--- config.mk ---
export PLATFORM = sky130hd
export DESIGN_NAME = sram_uart_host
export DESIGN_NICKNAME = d
export VERILOG_FILES = /design/src/rtl/sram_uart_pkg.sv /design/src/rtl/sram_uart_host.sv
export SDC_FILE = /design/constraint.sdc
export NUM_CORES = 1
export LEC_CHECK = 0
export ABC_AREA = 1
export CAP_MARGIN = 5
export CORE_MARGIN = 4
export CORE_UTILIZATION = 47
export DETAILED_ROUTE_END_ITERATION = 8
export PLACE_DENSITY = 0.8
export SYNTH_ARGS = -nofsm -noshare
export SYNTH_HDL_FRONTEND = slang
export SYNTH_SLANG_ARGS = --single-unit
--- constraint.sdc ---
create_clock -name clk -period 2.55 [get_ports clk]
set_input_delay 0.255 -clock clk [delete_from_list [all_inputs] [get_ports clk]]
set_output_delay 0.255 -clock clk [all_outputs]
set_load 0.005 [all_outputs]
--- src/rtl/sram_uart_pkg.sv ---
// Shared definitions for the UART SRAM link: command-byte layout, frame
// length and the host-side state encoding. The SRAM controller's frame
// decoder imports the same package so both ends agree on the wire format.
package sram_uart_pkg;

   // Opcode carried in the command byte
   localparam logic OP_READ  = 1'b0;
   localparam logic OP_WRITE = 1'b1;

   // Command byte: {op, 2'b00, addr[4:0]}
   localparam int unsigned CMD_OP_BIT   = 7;
   localparam int unsigned CMD_ADDR_MSB = 4;
   localparam int unsigned CMD_ADDR_LSB = 0;
   localparam int unsigned ADDR_W       = 5;

   // Payload bytes following a write command / returned for a read
   localparam int unsigned FRAME_DATA_BYTES = 4;

   typedef enum logic [2:0] {
      IDLE,
      CMD,
      DATA,
      WAIT,
      DONE
   } state_e;

   // Build the command byte for a request
   function automatic logic [7:0] cmd_byte(input logic we, input logic [ADDR_W-1:0] addr);
      logic [7:0] b;
      b = '0;
      b[CMD_OP_BIT] = we ? OP_WRITE : OP_READ;
      b[CMD_ADDR_MSB:CMD_ADDR_LSB] = addr;
      return b;
   endfunction

   // Select byte idx of a 32-bit word, idx 0 = least significant
   function automatic logic [7:0] word_byte(input logic [31:0] word, input logic [1:0] idx);
      logic [7:0] b;
      b = '0;
      case (idx)
         2'd0: b = word[7:0];
         2'd1: b = word[15:8];
         2'd2: b = word[23:16];
         default: b = word[31:24];
      endcase
      return b;
   endfunction

endpackage

--- src/rtl/sram_uart_host.sv ---
// Host-side initiator for the UART SRAM link. Converts word read/write
// requests into command frames on the TX byte stream and reassembles the
// 4-byte read response from the RX byte stream, abandoning a read if the
// responder goes quiet for TIMEOUT_CYCLES cycles.
module sram_uart_host
   import sram_uart_pkg::*;
#(
   parameter int unsigned TIMEOUT_CYCLES = 65536
) (
   input  logic        clk,
   input  logic        reset,
   input  logic        req_valid,
   output logic        req_ready,
   input  logic        req_we,
   input  logic [4:0]  req_addr,
   input  logic [31:0] req_wdata,
   output logic        rsp_valid,
   output logic [31:0] rsp_rdata,
   output logic        rsp_timeout,
   output logic        tx_valid,
   input  logic        tx_ready,
   output logic [7:0]  tx_data,
   input  logic        rx_valid,
   output logic        rx_ready,
   input  logic [7:0]  rx_data
);

   localparam int unsigned TMO_W = $clog2(TIMEOUT_CYCLES + 1);
   localparam logic [TMO_W-1:0] TMO_MAX  = TMO_W'(TIMEOUT_CYCLES);
   // The counter is compared one step early so that DONE lands exactly
   // TIMEOUT_CYCLES+1 cycles after the last clearing point.
   localparam logic [TMO_W-1:0] TMO_LAST = TMO_W'(TIMEOUT_CYCLES - 1);
   localparam logic [1:0]       LAST_BYTE = 2'(FRAME_DATA_BYTES - 1);

   state_e            state_q, state_d;
   logic              we_q, we_d;
   logic [4:0]        addr_q, addr_d;
   logic [31:0]       wdata_q, wdata_d;
   logic [1:0]        cnt_q, cnt_d;
   logic [TMO_W-1:0]  tmo_q, tmo_d;
   logic [31:0]       rdata_q, rdata_d;
   logic              tmo_flag_q, tmo_flag_d;

   // State register
   always_ff @(posedge clk) begin
      if (reset) state_q <= IDLE;
      else       state_q <= state_d;
   end

   // Next-state logic
   always_comb begin
      state_d = state_q;
      case (state_q)
         IDLE: if (req_valid) state_d = CMD;
         CMD:  if (tx_ready) state_d = we_q ? DATA : WAIT;
         DATA: if (tx_ready && cnt_q == LAST_BYTE) state_d = DONE;
         WAIT: begin
            // A received byte takes priority over an expiring timeout
            if (rx_valid) begin
               if (cnt_q == LAST_BYTE) state_d = DONE;
            end else if (tmo_q == TMO_LAST) begin
               state_d = DONE;
            end
         end
         DONE: state_d = IDLE;
         default: state_d = IDLE;
      endcase
   end

   // Output decode from current state and latched request
   always_comb begin
      req_ready   = (state_q == IDLE);
      rx_ready    = (state_q == IDLE) || (state_q == WAIT);
      tx_valid    = (state_q == CMD) || (state_q == DATA);
      rsp_valid   = (state_q == DONE);
      rsp_rdata   = (state_q == DONE) ? rdata_q : '0;
      rsp_timeout = (state_q == DONE) && tmo_flag_q;
      tx_data     = '0;
      if (state_q == CMD)       tx_data = cmd_byte(we_q, addr_q);
      else if (state_q == DATA) tx_data = word_byte(wdata_q, cnt_q);
   end

   // Datapath next-state: request latch, byte/timeout counters, rdata assembly
   always_comb begin
      we_d       = we_q;
      addr_d     = addr_q;
      wdata_d    = wdata_q;
      cnt_d      = cnt_q;
      tmo_d      = tmo_q;
      rdata_d    = rdata_q;
      tmo_flag_d = tmo_flag_q;
      case (state_q)
         IDLE: begin
            if (req_valid) begin
               we_d       = req_we;
               addr_d     = req_addr;
               wdata_d    = req_wdata;
               cnt_d      = '0;
               tmo_d      = '0;
               rdata_d    = '0;
               tmo_flag_d = 1'b0;
            end
         end
         CMD: begin
            if (tx_ready) begin
               cnt_d = '0;
               tmo_d = '0;
            end
         end
         DATA: begin
            if (tx_ready) cnt_d = cnt_q + 2'd1;
         end
         WAIT: begin
            if (rx_valid) begin
               case (cnt_q)
                  2'd0: rdata_d[7:0]   = rx_data;
                  2'd1: rdata_d[15:8]  = rx_data;
                  2'd2: rdata_d[23:16] = rx_data;
                  default: rdata_d[31:24] = rx_data;
               endcase
               cnt_d = cnt_q + 2'd1;
               tmo_d = '0;
            end else if (tmo_q == TMO_LAST) begin
               tmo_flag_d = 1'b1;
               rdata_d    = '0;
               tmo_d      = TMO_MAX;
            end else if (tmo_q != TMO_MAX) begin
               tmo_d = tmo_q + 1'b1;
            end
         end
         default: ;
      endcase
   end

   // Datapath registers
   always_ff @(posedge clk) begin
      if (reset) begin
         we_q       <= 1'b0;
         addr_q     <= '0;
         wdata_q    <= '0;
         cnt_q      <= '0;
         tmo_q      <= '0;
         rdata_q    <= '0;
         tmo_flag_q <= 1'b0;
      end else begin
         we_q       <= we_d;
         addr_q     <= addr_d;
         wdata_q    <= wdata_d;
         cnt_q      <= cnt_d;
         tmo_q      <= tmo_d;
         rdata_q    <= rdata_d;
         tmo_flag_q <= tmo_flag_d;
      end
   end

endmodule

==> summary.md, run 1 <==
| Metric | Value |
|---|---|
| Outcome | `finished clean` |
| CP max-delay cell | `clkdlybuf4s50_1` |
| M2 GR Usage | `between 30% and 40%` |
| Die Height | `approximately 110 um` |
| Netlist cell types | `34` |
| Worst EP required | `approximately 2.3 ns` |
| Worst-path clk slew | `about 0.090 ns` |
| Clock Tree Root | `clkbuf_8` |
| Cts bufs inserted | `9` |
| Synth Area per Inst | `about 6.5 sq um` |
| Global Route Usage Sum | `21.9%` |
| Commonest cells after routing, fill and taps aside | `nand2_1 (169), nor2_1 (133), clkdlybuf4s50_1 (95)` |
| Fin. max-slew vios | `0` |
| M1 GR Usage | `between 20% and 30%` |
| Synth async-reset ratio | `0%` |
| CTS tree | `built` |
| Gr ovfl total | `0` |
| # rows | `36` |
| Critical path launch point type | `register` |
| Port buffer count | `95` |
| CTS Buffer Depth | `2` |
| Worst-Margin Slew | `0.505 ns` |
| DIE AREA | `~0.012 sq mm` |
| Setup crit end kind | `output port` |
| Crit-path cells | `inv_1 > ha_1 > inv_1 > o221ai_1 > o211ai_1 > o21ai_0 > clkdlybuf4s50_1` |
| Setup Crit Path Kind | `reg -> out` |
| Fin Setup TNS | `0 ns` |
| Worst VDD drop | `between 0.4 and 0.5 mV` |
| Final WS setup | `~0.064 ns` |
| I/O pin total | `96` |
| Gr busiest metal | `met2` |
| Crit path arrival time | `approximately 2.2 ns` |
| Most used DFF post-synth | `dfxtp_1` |
| Share of cells above drive strength 1 | `9.22%` |
| Syn Nets | `between 700 and 800` |
| Clk_skew | `0.00694 ns` |
| Met3 GRT Util | `between 4 and 5%` |
| Setup WS pre-CTS | `around 0.069 ns` |
| Starting Density | `between 40% and 50%` |
| Unrepaired setup endpoints after global routing | `yes` |
| Gpl congestion | `around 1.0` |
| Synthesized instance count | `around 740` |
| Total Nets Final | `slightly below 900` |
| Sequential area share after synthesis | `approximately 39%` |
| Vias in the first global route | `~4,600` |
| Wire per inst | `about 13 um` |
| First-pass GRT wire length | `a little over 20,000 um` |
| DP HPWL | `around 9500 um` |
| Fmax | `approximately 400 MHz` |
| Synth warnings | `0` |
| EDFF count, synth | `0` |
| DRT iter0 DRCs | `between 300 and 400` |
| Hold Crit Class | `reg -> reg` |
| DR pass1 iterations | `7` |
| DRT Wirelength | `12,900 um` |
| Initial antenna violation count | `0` |
| WP buf/inv | `3` |
| Max_slew headroom | `about 66%` |
| Detail Route Antenna Nets | `0` |
| Placed cell count | `949` |
| DRC errors left | `0` |
| Inserted Diodes | `0` |
| Endpoints failing hold | `0` |
| Finished Layout Cells | `968` |
| #FFs+latches synth | `93` |
| Power per Cell Area | `967 mW/mm^2` |
| P_leak | `around 0.0026 uW` |
| Via density | `~5` |
| Leading cell type in the layout, fill and taps excluded | `nand2_1` |
| Max incr delay on CP | `0.56 ns` |
| H-tree depth | `3` |
| Vias | `about 5,000` |
| Clock Latency Late Sink | `approximately 0.37 ns` |
| Max-cap viol count | `0` |
| Die W | `approximately 110 um` |
| Core Region | `about 0.0098 sq mm` |
| Critical path fanouts, max | `6` |
| Syn Std Cell Area | `0.00476 sq mm` |
| Design area | `approximately 0.0062 sq mm` |
| Final setup vio count | `0` |
| Tcrit/Tclk final | `a little over nine tenths` |
| Sink Count | `93` |
| Min Tclk post-route | `approximately 2.5 ns` |
| Family with the most delay on the worst path | `buffers and inverters` |
| Cell repeated most along the worst path | `inv_1` |
| Pin count of the biggest net entering global routing | `57` |
| Post-DP Area | `about 0.0058 sq mm` |
| Area grow syn2layout | `30.3%` |
[synth_stat cells, types with 2 or more instances]
cell        n  area (sq um)
ha_1        7          87.6
o221ai_1    6          52.6
dfxtp_1    93          1860
nand2_4     2          22.5
a31oi_1     2          12.5
a21oi_1    63           315
inv_2       6          22.5
nand3_1    50           250
nand4_1     5          31.3
buf_6       4          45.0
nor2_1    135           507
nor3_1      4          20.0
clkinv_1    2          7.51
nand2_1   172           646
buf_2       8          40.0
inv_1      91           342
o211ai_1    7          52.6
clkbuf_1   19          71.3
o21ai_0    33           165
nand2_2     2          12.5
nor2_4      4          45.0
nor2_2      6          37.5
and3_1      3          18.8
nand3b_1    2          15.0
[stage by stage]
step | utilization, % | total power (uW) | hold slack (ns)
floorplan | - | 3890 | 0.393
global placement | 59.5 | 4430 | 0.436
detailed placement | 59.5 | 4520 | 0.439
CTS | 62.1 | 5720 | 0.453
global route | 63.2 | 6450 | 0.474
finish | 63.2 | 6000 | 0.453
[kinds of logic after synthesis]
logic type      synth area share, %
simple gates                   34.6
fa+ha+maj                      1.84
compound gates                 12.8
flops                          39.1
buf+inv                        11.3
xor+xnor                      0.368
[final cells by class]
type / instances / area [sq um]
Clock buffer: 10 / 138
Clock inverter: 6 / 109
Fill cell: 898 / 3610
Inverter: 100 / 380
Multi-Input combinational cell: 511 / 2410
Sequential cell: 93 / 1870
Tap cell: 133 / 166
Timing Repair Buffer: 115 / 1140
[timing repair]
item,4_1_cts,5_1_grt
gates resized for setup,1,17
hold buffers,0,0
setup buffers,0,3
pin swaps,0,3
setup endpoints to repair,4,76
gates cloned,0,0
[worst register-to-register path, cell delays in order (launching register included)]
cell and delay, ns:
dfxtp_2 0.35, ha_1 0.22, nand3_1 0.10, nor2_2 0.04, nand2_1 0.09, nor3_2 0.05, and3_1 0.15, ha_1 0.18
inv_1 0.11, nand2_2 0.10, nor2_8 0.16, nand3_2 0.11, nand2_2 0.19, nand2_1 0.18, o22ai_1 0.22
[per-layer routing]
metal / part of all wire [%] / vias up
met1: 42 / 2294
met2: 50 / 167
met4: 1.8 / 0
met5: 0 / -
li1: - / 2494
met3: 6.7 / 26
[final timing paths]
path | from | to | slack, ns | cells after the start
worst min register to register | rdata_q[31]$_SDFFE_PP0P_ | rdata_q[31]$_SDFFE_PP0P_ | 0.45 | 2
worst max-delay path | cnt_q[1]$_SDFFE_PP0P_ | tx_data[1] | 0.06 | 7
worst max register to register | tmo_q[0]$_SDFFE_PP0P_ | tmo_q[1]$_SDFFE_PP0P_ | 0.20 | 14
worst min-delay path | rdata_q[31]$_SDFFE_PP0P_ | rdata_q[31]$_SDFFE_PP0P_ | 0.45 | 2
[where the power goes]
part           total [uW]  switching (uW)  internal [uW]
clock network        1210             531            678
registers            1960             167           1800
logic                2820            1730           1100
[registers in the layout (all words and copies together), names as in the netlist]
| signal | flops |
|---|---|
| addr_q | 5 |
| cnt_q | 2 |
| rdata_q | 32 |
| state_q | 3 |
| tmo_flag_q | 1 |
| tmo_q | 17 |
| wdata_q | 32 |
| we_q | 1 |
Power figures use the tool's default switching activity.
==> run 2, diff against run 1 <==
- CAP_MARGIN: 5 -> 30
- CORE_ASPECT_RATIO: unset -> 2
==> run 2 against run 1 <==
Effect of this change: design area rose by 2.7%; die area rose by 0.83%; sequential cell count did not move; sequential power barely moved; via count rose by 2.1%; cell count rose by 0.62%; register-to-register slack got worse by 0.12 ns; global-route usage rose by 0.86 points; critical path type is now reg -> reg; largest cell class unchanged; highest routed layer unchanged.
==> summary.md, run 2 (synthesized netlist as in run 1, its figures left out) <==
| Metric | Value |
|---|---|
| Gr ovfl total | `0` |
| DRT Wirelength | `between 10,000 and 15,000 um` |
| Clk_skew | `a little under 0.006 ns` |
| Pin count of the biggest net entering global routing | `43` |
| Share of cells above drive strength 1 | `roughly 11%` |
| Inserted Diodes | `0` |
| Finished Layout Cells | `roughly 970` |
| Fmax | `406 MHz` |
| Critical path launch point type | `register` |
| Clock Tree Root | `clkbuf_16` |
| Clk pwr share | `around a fifth` |
| DIE AREA | `~0.012 sq mm` |
| Switching pwr | `roughly 2500 uW` |
| Gpl congestion | `a little over 0.9` |
| CTS tree | `built` |
| H-tree depth | `3` |
| Leading cell type in the layout, fill and taps excluded | `nand2_1` |
| Power per Cell Area | `slightly below 1000 mW/mm^2` |
| Detail Route Antenna Nets | `0` |
| Combinational fraction of design power | `a little under half` |
| Reg2reg path depth | `17` |
| DRT iter0 DRCs | `approximately 280` |
| Min Tclk post-route | `between 2 and 2.5 ns` |
| Fin. max-slew vios | `0` |
| Family with the most delay on the worst path | `simple AND/OR/NAND/NOR gates` |
| Internal power | `about 3700 uW` |
| Die W | `between 70 and 80 um` |
| Worst VDD drop | `between 0.7 and 0.8 mV` |
| Via density | `~5.2` |
| Setup Crit Path Kind | `reg -> reg` |
| # rows | `51` |
| WP buf/inv | `3` |
| Worst EP required | `~2.8 ns` |
| Clock Latency Late Sink | `0.35 ns` |
| Sink Count | `93` |
| Final core area utilization | `approximately two thirds` |
| Setup crit end kind | `register` |
| DR pass1 iterations | `5` |
| Outcome | `finished clean` |
| Wire per inst | `around 14 um` |
| P_leak | `0.00263 uW` |
| CP max-delay cell | `dfxtp_2` |
| Crit-path cells | `ha_2 > nand3_1 > nor2_2 > nand2_2 > nor3_2 > and3_1 > ha_2 > inv_1 > nand2_2 > nor2_8 > inv_4 > nand2_4 > nor2_4 > buf_6 > nand2_1 > nand2_1 > nor2_1` |
| Tcrit/Tclk final | `96.7%` |
| Critical path fanouts, max | `6` |
| Sequential share of power | `a little under a third` |
| Final setup vio count | `0` |
| Endpoints failing hold | `0` |
| Max_slew headroom | `about 73%` |
| CTS Buffer Depth | `2` |
| Worst-Margin Slew | `~0.41 ns` |
| Switching Fraction | `between 40 and 50%` |
| Hold Crit Class | `reg -> reg` |
| Vias in the first global route | `~4,800` |
| DP HPWL | `just over 10,000 um` |
| Die Height | `between 150 and 200 um` |
| Reg-to-reg slack, setup | `about 0.084 ns` |
| Hold-critical path depth | `2` |
| Vias | `between 5,000 and 6,000` |
| Crit path arrival time | `2.71 ns` |
| Cts bufs inserted | `9` |
| Levels on crit path | `17` |
| Commonest cells after routing, fill and taps aside | `nand2_1 (169), nor2_1 (132), clkdlybuf4s50_1 (94)` |
| I/O pin total | `96` |
| Area grow syn2layout | `33.7%` |
| Core Region | `0.00983 sq mm` |
| Total Nets Final | `approximately 900` |
| Starting Density | `around half` |
| Worst-path clk slew | `0.06 ns` |
| Placed cell count | `950` |
| Max-cap viol count | `0` |
| Global Route Usage Sum | `between 20% and 30%` |
| Port buffer count | `95` |
| Top flop regs | `rdata_q x32, wdata_q x32, tmo_q x17` |
| Initial antenna violation count | `0` |
| DRC errors left | `0` |
| WHS | `between 0.4 and 0.5 ns` |
| Max incr delay on CP | `~0.35 ns` |
| First-pass GRT wire length | `21,300 um` |
## run 2: changes by cell type in the layout (fill, tap and decap cells not counted), moves of 2 or more
cell | before | now
clkbuf_8 | 10 | 0
clkbuf_16 | 0 | 9
buf_4 | 17 | 24
a21oi_1 | 62 | 58
a21oi_2 | 1 | 5
clkinvlp_4 | 1 | 4
ha_1 | 5 | 2
ha_4 | 0 | 3
inv_1 | 91 | 88
buf_6 | 0 | 2
bufinv_16 | 3 | 1
clkinv_2 | 3 | 1
## run 2: cell type report
cell class,instances,area [sq um]
Clock buffer,9,225
Clock inverter,5,62.6
Timing Repair Buffer,124,1220
Multi-Input combinational cell,511,2450
Sequential cell,93,1870
Tap cell,132,165
Fill cell,894,3450
Inverter,100,387
## run 2: worst paths after layout
| kind | start | endpoint |
|---|---|---|
| max reg2reg | tmo_q[1]$_SDFFE_PP0P_ | rdata_q[2]$_SDFFE_PP0P_ |
| min | addr_q[4]$_SDFFE_PP0P_ | addr_q[4]$_SDFFE_PP0P_ |
| max | tmo_q[1]$_SDFFE_PP0P_ | rdata_q[2]$_SDFFE_PP0P_ |
| min reg2reg | addr_q[4]$_SDFFE_PP0P_ | addr_q[4]$_SDFFE_PP0P_ |
## run 2: stage by stage
step / setup WS [ns] / instance area [sq um] / power (uW) / TNS [ns]
floorplan: 0.174 / 4760 / 3890 / 0
global placement: 0.123 / 5870 / 4480 / 0
detailed placement: 0.0267 / 5870 / 4580 / 0
CTS: 0.00430 / 6170 / 5920 / 0
global route: -0.0802 / 6370 / 6760 / -0.678
finish: 0.0839 / 6370 / 6290 / 0
## run 2: timing repair
item | in CTS | in global routing
hold buffers | 0 | 0
buffers inserted | 0 | 10
pin swaps | 0 | 7
endpoints found under the hold margin | 0 | 0
resized for setup | 4 | 29
endpoints found under the setup margin | 5 | 53
## run 2: per-layer routing
metal	GRT usage (%)	up-vias	wire [um]
met5	0	-	0
met4	15.1	0	707
met3	3.23	54	585
met2	44.6	180	7670
met1	20.9	2338	4670
li1	-	2516	-
## run 2: worst min-delay path, delay by kind of cell (launching register included)
| kind | cells | cell delay, ns |
|---|---|---|
| flops | 1 | 0.30 |
| buf+inv | 1 | 0.05 |
| compound gates | 1 | 0.06 |
## run 2: power groups by stage
stage,Sequential (uW),Combinational [uW],Clock (uW)
after floorplan,1950,1950,0
after global placement,1970,2510,0
after detailed placement,1980,2590,0
after CTS,1950,2630,1330
after global routing,2000,3370,1390
final,1970,3000,1310
